===== src/rtl/axi_id_restore_if.sv =====
// axi_id_restore_if
// Handshake bundle for axi_id_restore: slave/master AW, AR address handshakes,
// B and R response handshakes, the restored IDs, outstanding counts and the
// sticky error flag. The _i/_o suffixes describe direction as seen by the
// restore block.
// Modports:
//   slave  - the restore block's view (consumes _i, drives _o)
//   master - the surrounding logic / driver view
interface axi_id_restore_if #(
  parameter int SlvIdWidth = 4,
  parameter int MaxTxns    = 8
);
  localparam int CntW = $clog2(MaxTxns + 1);

  logic [SlvIdWidth-1:0] slv_aw_id_i;
  logic                  slv_aw_valid_i;
  logic                  slv_aw_ready_o;
  logic                  mst_aw_valid_o;
  logic                  mst_aw_ready_i;

  logic [SlvIdWidth-1:0] slv_ar_id_i;
  logic                  slv_ar_valid_i;
  logic                  slv_ar_ready_o;
  logic                  mst_ar_valid_o;
  logic                  mst_ar_ready_i;

  logic                  mst_b_valid_i;
  logic                  mst_b_ready_o;
  logic                  slv_b_valid_o;
  logic                  slv_b_ready_i;
  logic [SlvIdWidth-1:0] slv_b_id_o;

  logic                  mst_r_valid_i;
  logic                  mst_r_ready_o;
  logic                  mst_r_last_i;
  logic                  slv_r_valid_o;
  logic                  slv_r_ready_i;
  logic [SlvIdWidth-1:0] slv_r_id_o;

  logic [CntW-1:0]       aw_cnt_o;
  logic [CntW-1:0]       ar_cnt_o;
  logic                  err_o;

  modport slave (
    input  slv_aw_id_i, slv_aw_valid_i, mst_aw_ready_i,
    output slv_aw_ready_o, mst_aw_valid_o,
    input  slv_ar_id_i, slv_ar_valid_i, mst_ar_ready_i,
    output slv_ar_ready_o, mst_ar_valid_o,
    input  mst_b_valid_i, slv_b_ready_i,
    output mst_b_ready_o, slv_b_valid_o, slv_b_id_o,
    input  mst_r_valid_i, mst_r_last_i, slv_r_ready_i,
    output mst_r_ready_o, slv_r_valid_o, slv_r_id_o,
    output aw_cnt_o, ar_cnt_o, err_o
  );

  modport master (
    output slv_aw_id_i, slv_aw_valid_i, mst_aw_ready_i,
    input  slv_aw_ready_o, mst_aw_valid_o,
    output slv_ar_id_i, slv_ar_valid_i, mst_ar_ready_i,
    input  slv_ar_ready_o, mst_ar_valid_o,
    output mst_b_valid_i, slv_b_ready_i,
    input  mst_b_ready_o, slv_b_valid_o, slv_b_id_o,
    output mst_r_valid_i, mst_r_last_i, slv_r_ready_i,
    input  mst_r_ready_o, slv_r_valid_o, slv_r_id_o,
    input  aw_cnt_o, ar_cnt_o, err_o
  );
endinterface


===== src/rtl/axi_id_restore.sv =====
// axi_id_restore
// Records slave-port AW/AR IDs at each address handshake in a per-direction
// FIFO and presents the oldest one as the restored B/R ID. Responses come back
// in order because the master side uses one constant ID per direction.
// Ports:
//   clk_i - clock
//   rst_i - asynchronous reset, active high; discards all recorded IDs
//   bus   - axi_id_restore_if.slave: address/response handshakes, restored
//           IDs, outstanding counts, sticky err_o
// Direction index used internally: 0 = write (AW/B), 1 = read (AR/R).

// One ID FIFO per direction. Depth need not be a power of two, so the
// pointers wrap explicitly at Depth-1.
module axi_id_restore_fifo #(
  parameter int IdW   = 4,
  parameter int Depth = 8,
  parameter int CntW  = $clog2(Depth + 1)
) (
  input  logic            clk_i,
  input  logic            rst_i,
  input  logic            push,
  input  logic [IdW-1:0]  push_id,
  input  logic            pop,
  output logic            full,
  output logic            empty,
  output logic [IdW-1:0]  head,
  output logic [CntW-1:0] cnt
);
  localparam int PW = (Depth > 1) ? $clog2(Depth) : 1;

  logic [Depth-1:0][IdW-1:0] mem;
  logic [PW-1:0]             wptr, rptr;

  function automatic logic [PW-1:0] nxt(input logic [PW-1:0] p);
    return (p == PW'(Depth - 1)) ? '0 : p + PW'(1);
  endfunction

  assign full  = (cnt == CntW'(Depth));
  assign empty = (cnt == '0);
  assign head  = empty ? '0 : mem[rptr];

  always_ff @(posedge clk_i or posedge rst_i) begin
    if (rst_i) begin
      wptr <= '0;
      rptr <= '0;
      cnt  <= '0;
    end else begin
      if (push) wptr <= nxt(wptr);
      if (pop)  rptr <= nxt(rptr);
      cnt <= cnt + CntW'(push) - CntW'(pop);
    end
  end

  // Storage needs no reset: it is only read through head while non-empty.
  always_ff @(posedge clk_i) begin
    if (push) mem[wptr] <= push_id;
  end
endmodule

module axi_id_restore #(
  parameter int SlvIdWidth = 4,
  parameter int MaxTxns    = 8
) (
  input logic              clk_i,
  input logic              rst_i,
  axi_id_restore_if.slave  bus
);
  localparam int CntW = $clog2(MaxTxns + 1);

  logic [1:0]                 req_vld, req_rdy, rsp_vld, rsp_rdy, rsp_end;
  logic [1:0]                 push, pop, full, empty;
  logic [1:0][SlvIdWidth-1:0] push_id, head;
  logic [1:0][CntW-1:0]       cnt;
  logic                       err_q;

  assign req_vld = {bus.slv_ar_valid_i, bus.slv_aw_valid_i};
  assign req_rdy = {bus.mst_ar_ready_i, bus.mst_aw_ready_i};
  assign push_id = {bus.slv_ar_id_i,    bus.slv_aw_id_i};
  assign rsp_vld = {bus.mst_r_valid_i,  bus.mst_b_valid_i};
  assign rsp_rdy = {bus.slv_r_ready_i,  bus.slv_b_ready_i};
  // B is a single beat; an R burst only retires its ID on the last beat.
  assign rsp_end = {bus.mst_r_last_i,   1'b1};

  for (genvar d = 0; d < 2; d++) begin : g_dir
    // Full gates push regardless of a same-cycle pop (no full bypass).
    assign push[d] = req_vld[d] & req_rdy[d] & ~full[d];
    assign pop[d]  = rsp_vld[d] & rsp_rdy[d] & ~empty[d] & rsp_end[d];

    axi_id_restore_fifo #(
      .IdW  (SlvIdWidth),
      .Depth(MaxTxns),
      .CntW (CntW)
    ) u_fifo (
      .clk_i  (clk_i),
      .rst_i  (rst_i),
      .push   (push[d]),
      .push_id(push_id[d]),
      .pop    (pop[d]),
      .full   (full[d]),
      .empty  (empty[d]),
      .head   (head[d]),
      .cnt    (cnt[d])
    );
  end

  assign bus.mst_aw_valid_o = req_vld[0] & ~full[0];
  assign bus.slv_aw_ready_o = req_rdy[0] & ~full[0];
  assign bus.mst_ar_valid_o = req_vld[1] & ~full[1];
  assign bus.slv_ar_ready_o = req_rdy[1] & ~full[1];

  // Responses with nothing outstanding are held off, never accepted.
  assign bus.slv_b_valid_o  = rsp_vld[0] & ~empty[0];
  assign bus.mst_b_ready_o  = rsp_rdy[0] & ~empty[0];
  assign bus.slv_r_valid_o  = rsp_vld[1] & ~empty[1];
  assign bus.mst_r_ready_o  = rsp_rdy[1] & ~empty[1];

  assign bus.slv_b_id_o = head[0];
  assign bus.slv_r_id_o = head[1];
  assign bus.aw_cnt_o   = cnt[0];
  assign bus.ar_cnt_o   = cnt[1];
  assign bus.err_o      = err_q;

  always_ff @(posedge clk_i or posedge rst_i) begin
    if (rst_i) err_q <= 1'b0;
    else if (|(rsp_vld & empty)) err_q <= 1'b1;
  end

  a_aw_cnt: assert property (@(posedge clk_i) disable iff (rst_i) cnt[0] <= CntW'(MaxTxns));
  a_ar_cnt: assert property (@(posedge clk_i) disable iff (rst_i) cnt[1] <= CntW'(MaxTxns));
  a_b_id:   assert property (@(posedge clk_i) disable iff (rst_i)
                             bus.slv_b_valid_o && !bus.slv_b_ready_i |=> $stable(bus.slv_b_id_o));
  a_r_id:   assert property (@(posedge clk_i) disable iff (rst_i)
                             bus.slv_r_valid_o && !bus.slv_r_ready_i |=> $stable(bus.slv_r_id_o));
endmodule


===== src/flat_wrapper.sv =====
// flat-port wrapper written by rule: the top's interface ports become plain ports
module axi_id_restore_flat 
#(
  parameter int SlvIdWidth = 4,
  parameter int MaxTxns    = 8
)
  (clk_i, rst_i, bus_slv_aw_id_i, bus_slv_aw_valid_i, bus_mst_aw_ready_i, bus_slv_aw_ready_o, bus_mst_aw_valid_o, bus_slv_ar_id_i, bus_slv_ar_valid_i, bus_mst_ar_ready_i, bus_slv_ar_ready_o, bus_mst_ar_valid_o, bus_mst_b_valid_i, bus_slv_b_ready_i, bus_mst_b_ready_o, bus_slv_b_valid_o, bus_slv_b_id_o, bus_mst_r_valid_i, bus_mst_r_last_i, bus_slv_r_ready_i, bus_mst_r_ready_o, bus_slv_r_valid_o, bus_slv_r_id_o, bus_aw_cnt_o, bus_ar_cnt_o, bus_err_o);
  axi_id_restore_if #(.SlvIdWidth(SlvIdWidth), .MaxTxns(MaxTxns)) bus_i ();
  input logic clk_i;
  input logic rst_i;
  input wire logic [$bits(bus_i.slv_aw_id_i)-1:0] bus_slv_aw_id_i;
  input wire logic [$bits(bus_i.slv_aw_valid_i)-1:0] bus_slv_aw_valid_i;
  input wire logic [$bits(bus_i.mst_aw_ready_i)-1:0] bus_mst_aw_ready_i;
  output wire logic [$bits(bus_i.slv_aw_ready_o)-1:0] bus_slv_aw_ready_o;
  output wire logic [$bits(bus_i.mst_aw_valid_o)-1:0] bus_mst_aw_valid_o;
  input wire logic [$bits(bus_i.slv_ar_id_i)-1:0] bus_slv_ar_id_i;
  input wire logic [$bits(bus_i.slv_ar_valid_i)-1:0] bus_slv_ar_valid_i;
  input wire logic [$bits(bus_i.mst_ar_ready_i)-1:0] bus_mst_ar_ready_i;
  output wire logic [$bits(bus_i.slv_ar_ready_o)-1:0] bus_slv_ar_ready_o;
  output wire logic [$bits(bus_i.mst_ar_valid_o)-1:0] bus_mst_ar_valid_o;
  input wire logic [$bits(bus_i.mst_b_valid_i)-1:0] bus_mst_b_valid_i;
  input wire logic [$bits(bus_i.slv_b_ready_i)-1:0] bus_slv_b_ready_i;
  output wire logic [$bits(bus_i.mst_b_ready_o)-1:0] bus_mst_b_ready_o;
  output wire logic [$bits(bus_i.slv_b_valid_o)-1:0] bus_slv_b_valid_o;
  output wire logic [$bits(bus_i.slv_b_id_o)-1:0] bus_slv_b_id_o;
  input wire logic [$bits(bus_i.mst_r_valid_i)-1:0] bus_mst_r_valid_i;
  input wire logic [$bits(bus_i.mst_r_last_i)-1:0] bus_mst_r_last_i;
  input wire logic [$bits(bus_i.slv_r_ready_i)-1:0] bus_slv_r_ready_i;
  output wire logic [$bits(bus_i.mst_r_ready_o)-1:0] bus_mst_r_ready_o;
  output wire logic [$bits(bus_i.slv_r_valid_o)-1:0] bus_slv_r_valid_o;
  output wire logic [$bits(bus_i.slv_r_id_o)-1:0] bus_slv_r_id_o;
  output wire logic [$bits(bus_i.aw_cnt_o)-1:0] bus_aw_cnt_o;
  output wire logic [$bits(bus_i.ar_cnt_o)-1:0] bus_ar_cnt_o;
  output wire logic [$bits(bus_i.err_o)-1:0] bus_err_o;
  assign bus_i.slv_aw_id_i = bus_slv_aw_id_i;
  assign bus_i.slv_aw_valid_i = bus_slv_aw_valid_i;
  assign bus_i.mst_aw_ready_i = bus_mst_aw_ready_i;
  assign bus_slv_aw_ready_o = bus_i.slv_aw_ready_o;
  assign bus_mst_aw_valid_o = bus_i.mst_aw_valid_o;
  assign bus_i.slv_ar_id_i = bus_slv_ar_id_i;
  assign bus_i.slv_ar_valid_i = bus_slv_ar_valid_i;
  assign bus_i.mst_ar_ready_i = bus_mst_ar_ready_i;
  assign bus_slv_ar_ready_o = bus_i.slv_ar_ready_o;
  assign bus_mst_ar_valid_o = bus_i.mst_ar_valid_o;
  assign bus_i.mst_b_valid_i = bus_mst_b_valid_i;
  assign bus_i.slv_b_ready_i = bus_slv_b_ready_i;
  assign bus_mst_b_ready_o = bus_i.mst_b_ready_o;
  assign bus_slv_b_valid_o = bus_i.slv_b_valid_o;
  assign bus_slv_b_id_o = bus_i.slv_b_id_o;
  assign bus_i.mst_r_valid_i = bus_mst_r_valid_i;
  assign bus_i.mst_r_last_i = bus_mst_r_last_i;
  assign bus_i.slv_r_ready_i = bus_slv_r_ready_i;
  assign bus_mst_r_ready_o = bus_i.mst_r_ready_o;
  assign bus_slv_r_valid_o = bus_i.slv_r_valid_o;
  assign bus_slv_r_id_o = bus_i.slv_r_id_o;
  assign bus_aw_cnt_o = bus_i.aw_cnt_o;
  assign bus_ar_cnt_o = bus_i.ar_cnt_o;
  assign bus_err_o = bus_i.err_o;
  axi_id_restore #(.SlvIdWidth(SlvIdWidth), .MaxTxns(MaxTxns)) u_core (.clk_i(clk_i), .rst_i(rst_i), .bus(bus_i));
endmodule

===== config.mk =====
export PLATFORM = sky130hd
export DESIGN_NAME = axi_id_restore_flat
export DESIGN_NICKNAME = d
export VERILOG_FILES = /design/src/rtl/axi_id_restore_if.sv /design/src/rtl/axi_id_restore.sv /design/src/flat_wrapper.sv
export SDC_FILE = /design/constraint.sdc
export NUM_CORES = 1
export LEC_CHECK = 0
export BUFFER_PORTS_ARGS = -buffer_cell sky130_fd_sc_hd__buf_2
export CORE_MARGIN = 2
export CORE_UTILIZATION = 25
export DETAILED_ROUTE_END_ITERATION = 8
export GPL_TIMING_DRIVEN = 0
export PLACE_DENSITY_LB_ADDON = 0.12
export SYNTH_ARGS = -nofsm -noshare
export SYNTH_HDL_FRONTEND = slang
export SYNTH_SLANG_ARGS = --single-unit

===== constraint.sdc =====
create_clock -name clk_i -period 6.95 [get_ports clk_i]
set_input_delay 0.3475 -clock clk_i [delete_from_list [all_inputs] [get_ports clk_i]]
set_output_delay 0.3475 -clock clk_i [all_outputs]
set_load 0.02 [all_outputs]

==> flow_metrics.py <==
metrics = {
    "run_status": {
        "status": "finished, final reports clean",
    },
    "sta": {
        "fin_skew_ns": 0.00802,
        "timing.fmax_mhz": 386,
        "rsz0062_at_grt": "false",
        "drv_slew": 0,
        "holdWs_ns": 0.232,
        "layout_min_cycle_time_ns": 2.59,
        "timing.final.ws_setup_ns": 4.36,
        "maxSlewHeadroom": 0.338,
        "finalSetupTns_ns": 0,
        "setup_viol": 0,
        "finalCritPeriodShare": 0.373,
        "worstMarginPinSlew_ns": 0.993,
        "hold_viol": 0,
    },
    "power": {
        "swShare": 0.362,
        "p_per_area_nw_per_um2": 418,
        "combPwrFrac": 0.385,
        "power.share.sequential": 0.369,
        "power.internal_mw": 1.28,
        "total_power_mw": 2.00,
        "p_switching_mw": 0.723,
        "peakVddDrop_uv": 146,
        "clock_power_share": 0.246,
        "p_leak_nw": 1.90,
    },
    "global_route": {
        "antenna_found_initial": 0,
        "grt_pass1_wl_um": 13000,
        "grt_pass1_vias": 2382,
        "grt_usage": 0.105,
        "grt_max_degree": 22,
        "grt.overflow.total": 0,
    },
    "synth": {
        "synth-compound-area-share": 0.0223,
        "synthTopCellsByArea": "edfxtp_1, dfrtp_1, mux2i_1",
        "ys_types": 34,
        "yosysSeqAreaShare": 0.614,
        "yosysWarnings": 0,
        "synth-edff-count": 64,
        "synthesis.nets": 321,
        "synth_top_area_frac": 0.482,
        "synth-main-ff-cell": "edfxtp_1",
        "synthMuxAreaShare": 0.119,
        "synthArstFlopShare": 0.247,
        "synthesis.area_um2": 3980,
        "syn_inst": 280,
        "yosys.area_share.simple": 0.133,
        "synth.avg_cell_area_um2": 14.2,
        "yosysTopAreaCell": "edfxtp_1",
        "yosys.area_share.adder": 0.0729,
        "synth_top_family_by_area": "simple AND/OR/NAND/NOR gates",
        "synth-xor-area-share": 0.00879,
        "synth_seq_cells": 85,
    },
    "routing": {
        "vias": 2279,
        "routedWlPerCell_um": 14.5,
        "viasPerCell": 4.11,
        "drtIter0Drc": 120,
        "wl_um": 8040,
        "antenna_left": 0,
        "drc": 0,
        "dr.pass1.iters": 4,
    },
    "layout": {
        "fin_cells": 555,
        "layout_common_cells": "edfxtp_1, buf_2, mux2i_1, inv_1, dfrtp_1",
        "final_util": 0.304,
        "final_common_cell": "edfxtp_1",
        "n_antenna_cell": 0,
        "final_nets": 375,
        "final_area_um2": 4780,
        "area_delta_synth_final_pct": 20.0,
        "drive_gt1_frac": 0.260,
    },
    "worst_setup_path": {
        "r2r-start": "u_core.g_dir[1].u_fifo.cnt[2]",
        "worstReg2RegEnd": "u_core.g_dir[1].u_fifo.cnt[2]",
        "critPathMaxFanout": 8,
        "r2r_cells": 11,
        "arrival_ns": 2.85,
        "r2r_setup_slack_ns": 4.36,
        "endpoint_kind": "flip-flop",
        "path_class": "reg -> reg",
        "startpoint_type": "flip-flop",
        "crit_required_ns": 7.21,
    },
    "floorplan": {
        "core-area_um2": 15700,
        "fp.dieW_um": 130,
        "rows": 46,
        "ioPinCount": 44,
        "initial_core_util": 0.254,
        "die_y_um": 130,
        "die_area_um2": 17000,
    },
    "placed_design": {
        "io_buffers": 43,
        "place_congestion": 0.717,
        "hpwlAfterDp_um": 5920,
        "place_ws_ns": 4.35,
        "dpl.cell_count": 539,
        "placement.cell_area_um2": 4470,
    },
    "min_path": {
        "hold_class": "in -> async",
    },
    "clock_network": {
        "htreeDepth": 3,
        "cts_hold_buffers": 0,
        "path_clk_slew_ns": 0.06,
        "post-cts-setup-buffers": 0,
        "cts-buffers-inserted": 9,
        "cts_root_buf": "clkbuf_16",
        "cts.sinks": 85,
        "tritoncts": "done",
        "clockBufferDepth": 2,
        "cts_resized": 0,
        "clk_latency_ns": 0.34,
    },
    "flow_run": {
        "maxCapViolCount": 0,
    },
}
==> routing by layer <==
| layer | track usage | routed length [µm] | up-vias | share of wire |
|---|---|---|---|---|
| met2 | 0.160 | 3630 | 35 | 0.45 |
| met5 | 0 | 0 | - | 0 |
| met1 | 0.143 | 4020 | 1100 | 0.50 |
| li1 | - | - | 1133 | - |
| met3 | 0.0283 | 277 | 11 | 0.034 |
| met4 | 0.0398 | 121 | 0 | 0.015 |
==> worst max path at each step <==
| stage | start | endpoint | slack (ns) | cells past startpoint |
|---|---|---|---|---|
| 3_5_place_dp | u_core.g_dir[1].u_fifo.cnt[2] | u_core.g_dir[1].u_fifo.cnt[2] | 4.35 | 11 |
| 4_1_cts | u_core.g_dir[1].u_fifo.cnt[2] | u_core.g_dir[1].u_fifo.cnt[2] | 4.33 | 11 |
| 2_1_floorplan | u_core.g_dir[1].u_fifo.cnt[2] | u_core.g_dir[1].u_fifo.cnt[2] | 4.61 | 11 |
| 6_report | u_core.g_dir[1].u_fifo.cnt[2] | u_core.g_dir[1].u_fifo.cnt[2] | 4.36 | 11 |
| 5_1_grt | u_core.g_dir[1].u_fifo.cnt[2] | u_core.g_dir[1].u_fifo.cnt[2] | 4.14 | 11 |
| 3_3_place_gp | u_core.g_dir[1].u_fifo.cnt[2] | u_core.g_dir[1].u_fifo.cnt[2] | 4.36 | 11 |
==> cell families after synthesis <==
group                    count (synthesis)
multiplexers                            43
AND/OR/NAND/NOR                         84
AO/OA/AOI/OAI                           15
adder cells (fa/ha/maj)                 22
flip-flops                              85
buffers and inverters                   27
XOR/XNOR                                 4
==> area by class of cell <==
type                    instances  area, µm²
fillers                      1563      10900
flip-flops and latches         85       2450
multi-input cells             168       1420
well taps                     216        270
clock buffers                  10        239
repair buffers                 43        215
inverters                      21       78.8
clock inverters                 6       71.3
plain buffers                   6       40.0
==> registers in the layout, indices dropped and copies added, names as in the netlist <==
register / count
u_core.bus.err_o: 1
u_core.g_dir.u_fifo.rptr: 6
u_core.g_dir.u_fifo.mem: 64
u_core.g_dir.u_fifo.cnt: 8
u_core.g_dir.u_fifo.wptr: 6
==> worst max-delay path: stages, from the launching register on <==
cell      delay (ns)
dfrtp_1         0.38
inv_1           0.11
ha_1            0.16
nor3b_4         0.41
nand4b_4        0.25
inv_1           0.10
ha_1            0.28
inv_1           0.05
ha_1            0.16
inv_1           0.05
fa_1            0.37
xnor2_1         0.18
==> Yosys cell counts, types with 8 or more instances <==
cell type / count
inv_1: 21
a21oi_1: 10
nand2_1: 19
mux2_4: 8
mux2i_1: 32
ha_1: 20
nand3_1: 8
and4_1: 8
nor2b_1: 8
edfxtp_1: 64
dfrtp_1: 21
nor2_1: 12
nor3_1: 8
==> power groups by stage <==
stage / clock network, mW / registers [mW] / logic (mW)
6_report: 0.492 / 0.737 / 0.769
5_1_grt: 0.531 / 0.756 / 0.870
4_1_cts: 0.510 / 0.739 / 0.791
3_5_place_dp: 0 / 0.749 / 0.786
3_3_place_gp: 0 / 0.747 / 0.780
2_1_floorplan: 0 / 0.758 / 0.550
(Power assumes the default switching activity.)
